**src/rtl/combo_lock_ctrl.sv**
```systemverilog
// combo_lock_ctrl: digit-entry sequencer for the combination lock with code check, lockout and reprogramming
module combo_lock_ctrl #(
    parameter int DIGITS = 4,
    parameter int DW = 4,
    parameter logic [DIGITS*DW-1:0] DEFAULT_CODE = 16'h1234,
    parameter int MAX_FAIL = 3,
    parameter int OPEN_CYC = 500,
    parameter int LOCKOUT_CYC = 1000
) (
    input  logic                            Clock,
    input  logic                            Resetn,
    input  logic [DW-1:0]                   Digit,
    input  logic                            Enter,
    input  logic                            Clear,
    input  logic                            Program,
    output logic                            Unlocked,
    output logic                            Error,
    output logic                            Locked_out,
    output logic [$clog2(DIGITS+1)-1:0]     Count,
    output logic [$clog2(MAX_FAIL+1)-1:0]   Fails
);
    localparam int CW = $clog2(DIGITS + 1);
    localparam int FW = $clog2(MAX_FAIL + 1);
    localparam int TMAX = (OPEN_CYC > LOCKOUT_CYC) ? OPEN_CYC : LOCKOUT_CYC;
    localparam int TW = $clog2(TMAX + 1);
    localparam int SW = (DIGITS - 1) * DW;
    localparam logic [CW-1:0] LAST = CW'(DIGITS - 1);
    localparam logic [FW-1:0] FMAX = FW'(MAX_FAIL);

    typedef enum logic [2:0] {ENTRY, CHECK, FAIL, OPEN, PROG, LOCKOUT} state_t;

    state_t              state, state_next;
    logic [DIGITS*DW-1:0] code;
    logic [SW-1:0]       shadow;
    logic [CW-1:0]       count;
    logic                mismatch;
    logic [FW-1:0]       fails;
    logic [TW-1:0]       timer;
    logic [DW-1:0]       cur_digit;
    logic [FW-1:0]       fails_new;
    logic                last_key;

    // Stored digit at the current entry position; position 0 is the MS digit
    assign cur_digit = DW'(code >> (DW * (DIGITS - 1 - int'(count))));
    assign fails_new = (fails == FMAX) ? fails : fails + FW'(1);
    assign last_key  = Enter && (count == LAST);

    // State register
    always_ff @(posedge Clock or negedge Resetn) begin
        if (!Resetn) state <= ENTRY;
        else         state <= state_next;
    end

    // Next-state decode
    always_comb begin
        state_next = state;
        case (state)
            ENTRY:   state_next = Clear ? ENTRY : (last_key ? CHECK : ENTRY);
            CHECK:   state_next = !mismatch ? OPEN : ((fails_new == FMAX) ? LOCKOUT : FAIL);
            FAIL:    state_next = ENTRY;
            OPEN:    state_next = Clear ? ENTRY : (Program ? PROG : ((timer == '0) ? ENTRY : OPEN));
            PROG:    state_next = (Clear || last_key) ? ENTRY : PROG;
            LOCKOUT: state_next = (timer == '0) ? ENTRY : LOCKOUT;
            default: state_next = ENTRY;
        endcase
    end

    // Entry counter, mismatch flag, fail counter, timers and code storage
    always_ff @(posedge Clock or negedge Resetn) begin
        if (!Resetn) begin
            code     <= DEFAULT_CODE;
            shadow   <= '0;
            count    <= '0;
            mismatch <= 1'b0;
            fails    <= '0;
            timer    <= '0;
        end else begin
            case (state)
                ENTRY: begin
                    if (Clear) begin
                        count    <= '0;
                        mismatch <= 1'b0;
                    end else if (Enter) begin
                        count    <= count + CW'(1);
                        mismatch <= mismatch | (Digit != cur_digit);
                    end
                end
                CHECK: begin
                    count    <= '0;
                    mismatch <= 1'b0;
                    fails    <= mismatch ? fails_new : '0;
                    timer    <= mismatch ? TW'(LOCKOUT_CYC - 1) : TW'(OPEN_CYC - 1);
                end
                OPEN: begin
                    if (timer != '0) timer <= timer - TW'(1);
                end
                PROG: begin
                    if (Clear) begin
                        count  <= '0;
                        shadow <= '0;
                    end else if (last_key) begin
                        code   <= {shadow, Digit};
                        count  <= '0;
                        shadow <= '0;
                    end else if (Enter) begin
                        count  <= count + CW'(1);
                        shadow <= SW'({shadow, Digit});
                    end
                end
                LOCKOUT: begin
                    if (timer == '0) fails <= '0;
                    else             timer <= timer - TW'(1);
                end
                default: ;
            endcase
        end
    end

    // Moore output decode
    always_comb begin
        Unlocked   = (state == OPEN);
        Error      = (state == FAIL);
        Locked_out = (state == LOCKOUT);
        Count      = count;
        Fails      = fails;
    end
endmodule

```
**config.mk**
```make
export PLATFORM = sky130hd
export DESIGN_NAME = combo_lock_ctrl
export DESIGN_NICKNAME = d
export VERILOG_FILES = /design/src/rtl/combo_lock_ctrl.sv
export SDC_FILE = /design/constraint.sdc
export NUM_CORES = 1
export LEC_CHECK = 0
export CAP_MARGIN = 40
export CORE_ASPECT_RATIO = 1.1
export CORE_MARGIN = 1.5
export CORE_UTILIZATION = 52
export DETAILED_ROUTE_END_ITERATION = 6
export PLACE_DENSITY_LB_ADDON = 0.12
export SLEW_MARGIN = 20
export SYNTH_ARGS = -nofsm -noshare
export SYNTH_HDL_FRONTEND = slang
export SYNTH_SLANG_ARGS = --single-unit
```
**constraint.sdc**
```tcl
create_clock -name Clock -period 2.2 [get_ports Clock]
set_input_delay 0.44 -clock Clock [delete_from_list [all_inputs] [get_ports Clock]]
set_output_delay 0.44 -clock Clock [all_outputs]
set_load 0.005 [all_outputs]
```
==> impl_metrics.csv, run 1 <==
group,metric,value,unit
run_status,run_status,"finished clean",
place,placement.setup.worst_slack,0.140,ns
clock_tree,post_cts_hold_fix_bufs,0,
logic_synthesis,net_count_after_synthesis,231,
sta,final-max-slew-violation-count,0,
finish,insertedDiodeCount,0,
global_routing,grt_start_max_net_pins,48,
global_routing,first_global_vias,1789,
sta,maxClockFrequency,477,MHz
global_routing,grt_most_used_layer,"met2",
worst_setup_path,start_kind,"flop",
pwr,worst_ir_drop_vdd,0.000453,V
logic_synthesis,synthCells,219,
sta,timing.max_slew.rel_slack,60.7,%
floorplanning,fp.dieH,74.5,µm
logic_synthesis,yosys_register_bits,47,
logic_synthesis,synth-warning-count,0,
sta,rsz0062_at_grt,"true",
clock_tree,clock-root-buffer,"clkbuf_8",
global_routing,grt_overflow,0,
detailed_routing,antenna_violating_nets_post_route,0,
global_routing,gr-usage-met1,28.5,%
worst_setup_path,worst_setup_path_end_kind,"output pin",
floorplanning,die_width,68.0,µm
sta,final_min_period_over_clock_period,95.3,%
logic_synthesis,synth-edff-count,0,
finish,post_route_cells_drive_above_1_share,23.2,%
detailed_routing,avgRoutedWirePerCell,17.0,µm
finish,final.fill_count,357,
logic_synthesis,post_synth_instance_area,2410,µm²
logic_synthesis,ys_top_cells_by_area,"dfrtp_1 44%, mux2_2 8.4%, dfstp_2 5.4%, a22o_1 4.7%, mux4_2 2.8%",
sta,worst-slew-pin-transition,0.590,ns
detailed_routing,drt_pass1_iterations,4,
logic_synthesis,library_cell_with_the_highest_instance_count_after_synthesis,"dfrtp_1",
clock_tree,ctsHtreeMaxLevel,2,
place,place.port_buffers,16,
detailed_routing,initialDrtViolationCount,109,
worst_setup_path,worstPathRequired,1.76,ns
finish,layout.area.seq,1180,µm²
sta,hold_ws,0.200,ns
sta,finalCriticalPeriod,2.10,ns
clock_tree,tritoncts_clock_tree,"built",
global_routing,groute.layer.met3.usage,3.63,%
pwr,finalPower,2.59,mW
floorplanning,core.rowCount,25,
detailed_routing,drcViolationCount,0,
logic_synthesis,synth_common_cells,"42 x dfrtp_1, 18 x mux2_2, 16 x nand2_1, 14 x nor2_1",
floorplanning,pin_count,17,
detailed_routing,vias_per_cell,5.89,
hold_path,timing.hold.worst.class,"primary input to asynchronous set/reset pin",
finish,final_core_utilization,63.9,%
sta,hold_viol,0,
detailed_routing,via_count,1766,
sta,clock-skew-final,0.0111,ns
global_routing,grt_use_total,22.8,%
sta,fin_tns_setup,0,ns
worst_setup_path,critical_path_arrival,1.66,ns
sta,setup_violations,0,
logic_synthesis,yosys.area.top_type,"dfrtp_1",
logic_synthesis,synth_largest_type_area_fraction,43.5,%
floorplanning,floorplan.core_area,4380,µm²
place,globalplace.congestion,0.802,
clock_tree,clock_pin_transition_on_the_worst_setup_and_hold_timing_paths,0.09,ns
global_routing,antenna_found_initial,0,
floorplanning,start_util,55.1,%
global_routing,grt_first_pass_wirelength,8510,µm
finish,multi_input_area,1140,µm²
clock_tree,tritoncts.num_buffers,5,
logic_synthesis,synth.distinct_cells,49,
flow_run,max-cap-violations,0,
clock_tree,clock-sinks,47,
pwr,leakage,1.23,nW
logic_synthesis,synth.avg_cell_area,11.0,µm²
finish,flow.area_growth_from_synthesis,15.8,%
logic_synthesis,sequential_to_total_area_share_from_yosys_stat,49.0,%
worst_setup_path,timing.critical_path.fanout_max,9,
clock_tree,cts-root-to-sink-buffers,2,
detailed_routing,detail_route.wirelength,5110,µm
place,hpwl,3670,µm
logic_synthesis,synth_async_sr_flop_share,100,%
pwr,power.density_cell_area,926,nW/µm²
global_routing,grt.met2_usage,39.1,%
finish,finish.net_count,257,
sta,finalWorstSetupSlack,0.104,ns
floorplanning,die-area,5060,µm²
clock_tree,worst_skew_pair.late_latency,0.30,ns
logic_synthesis,ys.flop_type,"dfrtp_1",
worst_setup_path,timing_worst_setup_path_type,"flop to output pin",
==> state kept, by name (all words and copies together), names as in the netlist <==
name	flops
shadow	12
timer	10
state	3
code	16
mismatch	1
Count	3
Fails	2
==> through the flow <==
step	std cells	cell area, µm²
2_1_floorplan	219	2410
3_3_place_gp	292	2690
3_5_place_dp	292	2690
4_1_cts	300	2790
5_1_grt	300	2800
6_report	300	2800
==> routing by layer <==
| metal | routed length, µm | share of wire, % | up-vias |
|---|---|---|---|
| li1 | - | - | 847 |
| met2 | 2700 | 53 | 23 |
| met5 | 0 | 0 | - |
| met1 | 2210 | 43 | 887 |
| met3 | 106 | 2.1 | 9 |
| met4 | 99 | 1.9 | 0 |
==> final timing paths <==
check,startpoint,to,slack [ns],cells after the start
hold reg to reg,code[0],code[0],0.51,1
min in group Clock,code[0],code[0],0.51,1
hold / removal,Resetn,timer[9],0.20,2
max in group asynchronous,Resetn,state[2],1.54,2
setup / recovery,state[1],Locked_out,0.10,3
setup reg to reg,timer[0],timer[5],0.13,7
==> cells in the final DEF, fill, tap and decap left out, types with 7 or more instances in the layout <==
cell type	Yosys	final
a21oi_1	9	9
a22o_1	13	13
buf_4	1	14
clkdlybuf4s50_1	0	15
dfrtp_1	42	40
inv_1	13	13
mux2_2	18	18
nand2_1	16	16
nor2_1	14	13
nor3_1	7	7
o21ai_0	10	10
==> power breakdown <==
part	total, mW	internal [mW]	switching, mW
sequential	1.28	1.05	0.229
clock	0.550	0.257	0.293
combinational	0.765	0.383	0.381
total	2.59	1.69	0.904
==> cell type report <==
type / instances / share of cell area [%]
clock buffers: 6 / 2.95
clock inverters: 2 / 0.582
inverters: 13 / 1.74
multi-input cells: 148 / 40.6
flip-flops and latches: 47 / 42.4
well taps: 54 / 2.42
repair buffers: 30 / 9.31
==> repair_timing <==
item                       4_1_cts  5_1_grt
buffers inserted                 0        0
gates resized for setup          0        3
setup endpoints to repair        0        4
==> critical path: stages, from the launching register on <==
cell	delay, ns
dfrtp_2	0.49
nor2_2	0.18
and2_1	0.19
clkdlybuf4s50_1	0.51
==> kinds of logic after synthesis <==
kind of cell             after synthesis  share of synthesized area (%)
AND/OR/NAND/NOR                       60                           13.8
AO/OA/AOI/OAI                         53                           16.0
multiplexers                          27                           13.7
adder cells (fa/ha/maj)                4                           1.97
flip-flops                            47                           49.0
buffers and inverters                 24                           4.09
XOR/XNOR                               4                           1.45
(Power assumes the default switching activity.)
==> run 2: changes to the inputs <==
--- a/config.mk
+++ b/config.mk
@@ -8,7 +8,7 @@
 export CAP_MARGIN = 40
 export CORE_ASPECT_RATIO = 1.1
 export CORE_MARGIN = 1.5
-export CORE_UTILIZATION = 52
+export CORE_UTILIZATION = 50
 export DETAILED_ROUTE_END_ITERATION = 6
 export PLACE_DENSITY_LB_ADDON = 0.12
 export SLEW_MARGIN = 20
==> impl_metrics.csv, run 2 (synthesized netlist as in run 1, its figures left out) <==
group,metric,value,unit
worst_setup_path,worstPathRequired,1.76,ns
global_routing,antenna_found_initial,0,
global_routing,grt_use_total,19.5,%
detailed_routing,detail_route.wirelength,4900,µm
clock_tree,tritoncts_clock_tree,"built",
finish,largest_registers,"code x16, shadow x12, timer x10",
finish,flow.area_growth_from_synthesis,16.8,%
clock_tree,cts-root-to-sink-buffers,2,
worst_setup_path,crit_chain,"nor2_4 -> and2_1 -> clkdlybuf4s50_1",
clock_tree,post_cts_hold_fix_bufs,0,
detailed_routing,antenna_violating_nets_post_route,0,
finish,final_cell_mix,"41 x dfrtp_1, 18 x mux2_2, 16 x nand2_1, 16 x buf_4, 15 x clkdlybuf4s50_1",
global_routing,first_global_vias,1725,
clock_tree,clock-sinks,47,
flow_run,max-cap-violations,0,
worst_setup_path,crit_path_top_delay_cell,"clkdlybuf4s50_1",
finish,top_register,"code",
worst_setup_path,start_kind,"flop",
place,hpwl,3500,µm
clock_tree,worst_skew_pair.late_latency,0.30,ns
worst_setup_path,worst_setup_path_end_kind,"output pin",
pwr,worst_ir_drop_vdd,0.000596,V
clock_tree,tritoncts.num_buffers,5,
finish,finish.net_count,259,
clock_tree,clock-root-buffer,"clkbuf_8",
finish,insertedDiodeCount,0,
worst_setup_path,crit_buf_inv,1,
detailed_routing,initialDrtViolationCount,64,
sta,worst-slew-pin-transition,0.554,ns
sta,final_min_period_over_clock_period,94.6,%
place,place.port_buffers,16,
sta,maxClockFrequency,481,MHz
worst_setup_path,longest_individual_stage_delay_on_the_worst_path,0.51,ns
floorplanning,core.rowCount,26,
finish,final_common_cell,"dfrtp_1",
clock_tree,clock_pin_transition_on_the_worst_setup_and_hold_timing_paths,0.09,ns
worst_setup_path,worst-r2r-setup-slack,0.13,ns
worst_setup_path,reg2reg_to,"timer[7]",
global_routing,grt_overflow,0,
floorplanning,pin_count,17,
detailed_routing,vias_per_cell,5.77,
worst_setup_path,timing_worst_setup_path_type,"flop to output pin",
sta,fin_tns_setup,0,ns
sta,rsz0062_at_grt,"false",
finish,largest_reg_flops,16,
pwr,power.density_cell_area,916,nW/µm²
worst_setup_path,r2r_start,"timer[1]",
run_status,run_status,"finished clean",
floorplanning,die-area,5260,µm²
pwr,finalPower,2.58,mW
floorplanning,start_util,51.9,%
floorplanning,fp.dieH,75.9,µm
detailed_routing,drt_pass1_iterations,4,
hold_path,timing.hold.worst.class,"primary input to asynchronous set/reset pin",
sta,clock-skew-final,0.0111,ns
sta,timing.max_slew.rel_slack,62.8,%
sta,finalCriticalPeriod,2.08,ns
global_routing,grt_start_max_net_pins,48,
detailed_routing,drcViolationCount,0,
sta,hold_viol,0,
sta,setup_violations,0,
pwr,leakage,1.24,nW
floorplanning,die_width,69.3,µm
global_routing,grt_first_pass_wirelength,8040,µm
floorplanning,floorplan.core_area,4650,µm²
worst_setup_path,worst_setup_path_end,"Locked_out",
detailed_routing,via_count,1754,
worst_setup_path,critical_path_arrival,1.64,ns
clock_tree,ctsHtreeMaxLevel,2,
place,placement.setup.worst_slack,0.151,ns
finish,post_route_cells_drive_above_1_share,23.4,%
worst_setup_path,r2r.worst_path.cells,9,
sta,final-max-slew-violation-count,0,
worst_setup_path,crit_family,"buffers and inverters",
detailed_routing,avgRoutedWirePerCell,16.1,µm
worst_setup_path,timing.critical_path.fanout_max,7,
worst_setup_path,worst_setup_path_startpoint,"state[1]",
sta,finalWorstSetupSlack,0.119,ns
place,globalplace.congestion,0.756,
worst_setup_path,critical_path_cell_count,3,
-- run 2: worst min-delay path by stage --
stage / startpoint / to / slack, ns / depth (start not counted)
after global placement: code[0] / code[0] / 0.48 / 1
after global routing: Resetn / timer[3] / 0.27 / 2
after detailed placement: code[3] / code[3] / 0.49 / 1
after floorplan: Resetn / Count[0] / 0.14 / 0
after CTS: Resetn / timer[5] / 0.23 / 2
final: Resetn / timer[3] / 0.20 / 2
-- run 2: area by class of cell --
class | count | area, µm²
clock buffer | 7 | 86.3
clock inverter | 1 | 8.76
fill | 394 | 1830
inverter | 13 | 48.8
multi-input combinational | 148 | 1150
sequential | 47 | 1180
tap | 56 | 70.1
timing repair buffer | 32 | 275
-- run 2: metrics by stage --
| stage | hold WS [ns] | cells | utilization, % | area (µm²) |
|---|---|---|---|---|
| 2_1_floorplan | 0.144 | 219 | - | 2410 |
| 3_3_place_gp | 0.485 | 293 | 57.8 | 2690 |
| 3_5_place_dp | 0.493 | 293 | 57.8 | 2690 |
| 4_1_cts | 0.232 | 301 | 59.8 | 2780 |
| 5_1_grt | 0.265 | 304 | 60.6 | 2820 |
| 6_report | 0.201 | 304 | 60.6 | 2820 |
-- run 2: per-layer routing --
layer	vias up	share of wire [%]	global-route usage, %
li1	852	-	-
met1	865	44	23.6
met2	26	52	34.6
met3	11	2.5	4.37
met4	0	1.8	7.63
met5	-	0	0
-- run 2: repair_timing --
item / CTS / global route
gates resized for setup: 0 / 4
endpoints found under the setup margin: 0 / 5
buffers inserted: 0 / 3
-- run 2: report_power, final --
group	internal, mW	leakage [nW]	switching [mW]
registers	1.05	0.586	0.219
logic	0.394	0.606	0.382
clock network	0.258	0.0484	0.287
total	1.70	1.24	0.887
==> run 3: changes to the inputs <==
--- a/config.mk
+++ b/config.mk
@@ -7,7 +7,7 @@
 export LEC_CHECK = 0
 export CAP_MARGIN = 40
 export CORE_ASPECT_RATIO = 1.1
-export CORE_MARGIN = 1.5
+export CORE_MARGIN = 2
 export CORE_UTILIZATION = 50
 export DETAILED_ROUTE_END_ITERATION = 6
 export PLACE_DENSITY_LB_ADDON = 0.12
==> impl_metrics.csv, run 3 (synthesized netlist as in run 1, its figures left out) <==
group,metric,value,unit
worst_setup_path,r2r_start,"timer[0]",
detailed_routing,drt_pass1_iterations,4,
worst_setup_path,critical_path_arrival,1.67,ns
detailed_routing,antenna_violating_nets_post_route,0,
floorplanning,pin_count,17,
worst_setup_path,crit_path_top_delay_cell,"clkdlybuf4s50_1",
detailed_routing,drcViolationCount,0,
pwr,leakage,1.24,nW
clock_tree,ctsHtreeMaxLevel,2,
floorplanning,start_util,51.9,%
clock_tree,tritoncts_clock_tree,"built",
finish,final_common_cell,"dfrtp_1",
clock_tree,clock_pin_transition_on_the_worst_setup_and_hold_timing_paths,0.09,ns
detailed_routing,vias_per_cell,5.95,
sta,final_min_period_over_clock_period,96.0,%
pwr,power.density_cell_area,945,nW/µm²
place,hpwl,3610,µm
finish,final_core_utilization,60.6,%
worst_setup_path,longest_individual_stage_delay_on_the_worst_path,0.52,ns
worst_setup_path,timing.critical_path.fanout_max,9,
detailed_routing,avgRoutedWirePerCell,16.9,µm
worst_setup_path,crit_buf_inv,1,
clock_tree,cts-root-to-sink-buffers,2,
finish,finish.net_count,258,
sta,finalCriticalPeriod,2.11,ns
detailed_routing,detail_route.wirelength,5130,µm
worst_setup_path,reg2reg_to,"timer[5]",
pwr,p_int,1.77,mW
global_routing,grt.met2_usage,36.4,%
hold_path,timing.hold.worst.class,"primary input to asynchronous set/reset pin",
worst_setup_path,start_kind,"flop",
sta,setup_violations,0,
worst_setup_path,crit_family,"buffers and inverters",
pwr,worst_ir_drop_vdd,0.000453,V
run_status,run_status,"finished clean",
global_routing,gr-usage-met1,24.6,%
sta,fin_tns_setup,0,ns
global_routing,grt_start_max_net_pins,48,
finish,insertedDiodeCount,0,
clock_tree,post_cts_hold_fix_bufs,0,
global_routing,grt_most_used_layer,"met2",
sta,hold_ws,0.223,ns
floorplanning,core.rowCount,26,
sta,hold_viol,0,
worst_setup_path,timing_worst_setup_path_type,"flop to output pin",
global_routing,grt_overflow,0,
sta,rsz0062_at_grt,"false",
global_routing,grt_use_total,20.3,%
worst_setup_path,worst-r2r-setup-slack,0.20,ns
place,place.port_buffers,16,
sta,clock-skew-final,0.00579,ns
sta,worst-slew-pin-transition,0.595,ns
finish,final_cell_mix,"40 x dfrtp_1, 18 x mux2_2, 16 x nand2_1",
finish,top_register,"code",
detailed_routing,via_count,1803,
pwr,combPwrFrac,28.6,%
clock_tree,clock-sinks,47,
pwr,clock_power_share,23.4,%
global_routing,groute.layer.met3.usage,4.20,%
clock_tree,worst_skew_pair.late_latency,0.30,ns
clock_tree,tritoncts.num_buffers,5,
global_routing,antenna_found_initial,0,
flow_run,max-cap-violations,0,
floorplanning,fp.dieH,76.9,µm
pwr,power_share_of_the_sequential_group,48.0,%
pwr,swShare,33.6,%
floorplanning,floorplan.core_area,4650,µm²
clock_tree,clock-root-buffer,"clkbuf_8",
sta,maxClockFrequency,474,MHz
sta,final-max-slew-violation-count,0,
sta,timing.max_slew.rel_slack,60.3,%
worst_setup_path,r2r.worst_path.cells,8,
worst_setup_path,crit_chain,"nor2_2 -> and2_1 -> clkdlybuf4s50_1",
worst_setup_path,worstPathRequired,1.76,ns
finish,largest_registers,"code x16, shadow x12, timer x10",
finish,largest_reg_flops,16,
place,globalplace.congestion,0.814,
floorplanning,die-area,5400,µm²
global_routing,first_global_vias,1781,
worst_setup_path,worst_setup_path_end_kind,"output pin",
floorplanning,die_width,70.3,µm
detailed_routing,initialDrtViolationCount,118,
finish,flow.area_growth_from_synthesis,16.7,%
pwr,total_switching_power,0.895,mW
global_routing,grt_first_pass_wirelength,8740,µm
finish,post_route_cells_drive_above_1_share,23.1,%
-- run 3: timing repair --
action	CTS	global route
setup endpoints to repair	1	12
gates resized for setup	1	3
buffers inserted	0	3
-- run 3: layout make-up --
cell class | instances | area (µm²)
Fill cell | 393 | 1830
Inverter | 13 | 48.8
Tap cell | 56 | 70.1
Clock buffer | 7 | 76.3
Sequential cell | 47 | 1180
Multi-Input combinational cell | 148 | 1140
Timing Repair Buffer | 31 | 268
Clock inverter | 1 | 30.0
-- run 3: power groups by stage --
stage	clock network, mW	logic [mW]	registers, mW
after detailed placement	0	0.758	1.29
after CTS	0.639	0.763	1.27
after global placement	0	0.718	1.27
final	0.622	0.762	1.28
after floorplan	0	0.527	1.22
after global routing	0.681	0.851	1.31
-- run 3: worst max-delay path by stage --
stage / slack, ns / endpoint / depth (start not counted) / from
after floorplan: 0.1 / code[10] / 6 / Count[1]
after global placement: 0.21 / code[7] / 4 / Clear
after detailed placement: 0.15 / timer[5] / 7 / timer[0]
after CTS: 0.03 / Locked_out / 2 / state[2]
after global routing: 0.04 / Locked_out / 3 / state[1]
final: 0.09 / Locked_out / 3 / state[1]
-- run 3: layer usage --
metal  wire length, µm  vias to the layer above
li1                  -                      853
met1              2210                      914
met2              2710                       29
met3               144                        7
met4                72                        0
met5                 0                        -
-- run 3: metrics by stage --
step / cells / area, µm² / power, mW / worst slack [ns]
2_1_floorplan: 219 / 2410 / 1.74 / 0.0993
3_3_place_gp: 292 / 2680 / 1.99 / 0.206
3_5_place_dp: 292 / 2680 / 2.05 / 0.147
4_1_cts: 300 / 2790 / 2.68 / 0.0250
5_1_grt: 303 / 2820 / 2.84 / 0.0359
6_report: 303 / 2820 / 2.66 / 0.0887
==> patch (config.mk and constraints of run 2) <==
Encoding of `state_t`: now one-hot (6 bits for 6 states).
--- a/src/rtl/combo_lock_ctrl.sv
+++ b/src/rtl/combo_lock_ctrl.sv
@@ -27,7 +27,7 @@
     localparam logic [CW-1:0] LAST = CW'(DIGITS - 1);
     localparam logic [FW-1:0] FMAX = FW'(MAX_FAIL);
 
-    typedef enum logic [2:0] {ENTRY, CHECK, FAIL, OPEN, PROG, LOCKOUT} state_t;
+    typedef enum logic [5:0] {ENTRY = 6'b000001, CHECK = 6'b000010, FAIL = 6'b000100, OPEN = 6'b001000, PROG = 6'b010000, LOCKOUT = 6'b100000} state_t;
 
     state_t              state, state_next;
     logic [DIGITS*DW-1:0] code;
Check against the original RTL: no difference found for any inputs over 10 cycles, from zero or initial values and one cycle with Resetn low; not proved beyond that.
==> patch against run 2 <==
Via count is 1.3% higher; final area up 4.0%; maximum frequency is 2.3% lower; clock skew fell by 0.0068 ns; routed wire length increased by 2.3%; synthesized area is 2.5% higher; die area grew 2.4%; sequential cell count grew 3; setup slack got worse by 0.050 ns; critical path type unchanged; largest cell class unchanged.
Power is not compared: it rests on default switching activity, and its combinational part moved more than twofold at a synthesized area within 25%.
==> patch: results (changes against run 2) <==
- The final HPWL from detailed placement was 3510 microns (+0.18%).
- The beginning of the critical path is state[4]$_DFF_PN0_.
- The area share of the largest cell type after synthesis is 0.445 (+0.00944).
- The startpoint of the lowest-slack register-to-register path is state[1]$_DFF_PN0_.
- The count of fill cells added during filler insertion is 366 (-7.1%).
- For this run, the leading register cell type out of synthesis is sky130_fd_sc_hd__dfrtp_1.
- The placer congestion estimate is 0.835 (+10%).
- Following the worst setup path forward leads to its endpoint at Unlocked.
- The post-placement cell area came to 0.00277 sq mm (+3.1%).
- The maximum number of pins on one net before global-route repair is 51 (+6.3%).
- The total length of routed wires is 5010 microns (+2.3%).
- The run finished with clean final reports.
- The clock slew at the register clock pins of the worst setup and hold paths is 0.09 ns (about the same).
- The met3 track demand over resource is 0.0460 (+0.00234).
- CTS placed an instance of sky130_fd_sc_hd__clkbuf_8 at the clock tree root.
- The top fanout value on the critical path came to 2 (-5).
- The net count of the finished layout is 263 (+1.5%).
- The number of cells traversed by the worst register-to-register path is 12 (+3).
- The slowest stage of the critical path belongs to the cell sky130_fd_sc_hd__or4_4.
- The met1 track demand over resource is 0.268 (+0.0323).
- The post-synthesis area per instance came to 11.6 sq um (+4.9%).
- The post-synth net total was 227 (-1.7%).
- The arrival time at the worst endpoint came to 1.69 ns (+0.05 ns).
- The detailed-route wire length on metal 1 is 2230 microns (+3.8%).
- The worst setup slack before clock tree synthesis is 0.0404 ns (-0.110 ns).
- The total via count in the routed design was 1,777 (+1.3%).
- The final total power is 1.62 mW.
- The worst hold slack is 0.240 ns (+0.0400 ns).
- The via-per-instance ratio is 5.79 (+0.32%).
- The global routing usage summed across all routing layers is 0.205 (+0.0105).
- The antenna diode instance count is 0 (unchanged).
- The wire length of the first global-routing pass is 8850 microns (+10%).
- The worst-margin pin slew is 0.625 ns (+0.0708 ns).
- The met2 usage in global routing came to 0.339 (-0.00711).
- The clock skew is 0.00430 ns (-0.00676 ns).
- By area the synthesized netlist is led by sky130_fd_sc_hd__dfrtp_1, sky130_fd_sc_hd__dfstp_2, sky130_fd_sc_hd__a22o_1.
- For the combinational group, total power comes out at 0.123 mW.
- The kind of cell with the highest combined delay along the critical path is simple AND/OR/NAND/NOR gates.
- The amount of wire on met3 after detailed routing came to 163 microns (+33%).
- Counting instances in the post-synthesis netlist gives the leading cell types as sky130_fd_sc_hd__dfrtp_1, sky130_fd_sc_hd__nand2_1, sky130_fd_sc_hd__nor2_1.
- The sequential share of the synthesized area is 0.508 (+0.0187).
- The capturing point of the worst reg2reg path is Fails[1]$_DFFE_PN0P_.
- The via count of the first global-routing pass is 1,885 (+9.3%).
- The share of post-route cells with drive strength above 1 is 0.275 (+0.0410).
- The routed wire length on met2 is 2550 microns (+0.63%).
- The number of library cell types mapped by synthesis was 51 (+4.1%).
- The largest incremental delay on the critical path is 0.54 ns (+0.03 ns).
- The reg-to-reg setup timing slack is 0.15 ns (+0.02 ns).
- The fraction of the cycle the final worst path needs was 0.969 (+0.0227).
- The iteration-0 DRC count of the detailed router is 56 (-13%).
-- patch: logic make-up (layout without fill, tap and decap cells) --
kind of cell | after synthesis | after routing | share of synthesized area
adder cells (fa/ha/maj) | 4 | 4 | 0.0202
XOR/XNOR | 9 | 9 | 0.0318
AO/OA/AOI/OAI | 42 | 42 | 0.128
buffers and inverters | 18 | 55 | 0.0354
AND/OR/NAND/NOR | 69 | 69 | 0.150
multiplexers | 22 | 22 | 0.126
flip-flops | 50 | 50 | 0.508
-- patch: final cells by class --
| class | count | area share |
|---|---|---|
| clock inverters | 1 | 0.00171 |
| flip-flops and latches | 50 | 0.429 |
| clock buffers | 7 | 0.0294 |
| inverters | 8 | 0.0102 |
| multi-input cells | 146 | 0.395 |
| repair buffers | 39 | 0.110 |
| well taps | 56 | 0.0239 |
-- patch: repair_timing --
item | 4_1_cts | 5_1_grt
setup buffers | 6 | 0
setup endpoints to repair | 3 | 4
pin swaps | 2 | 1
gates resized for setup | 5 | 5
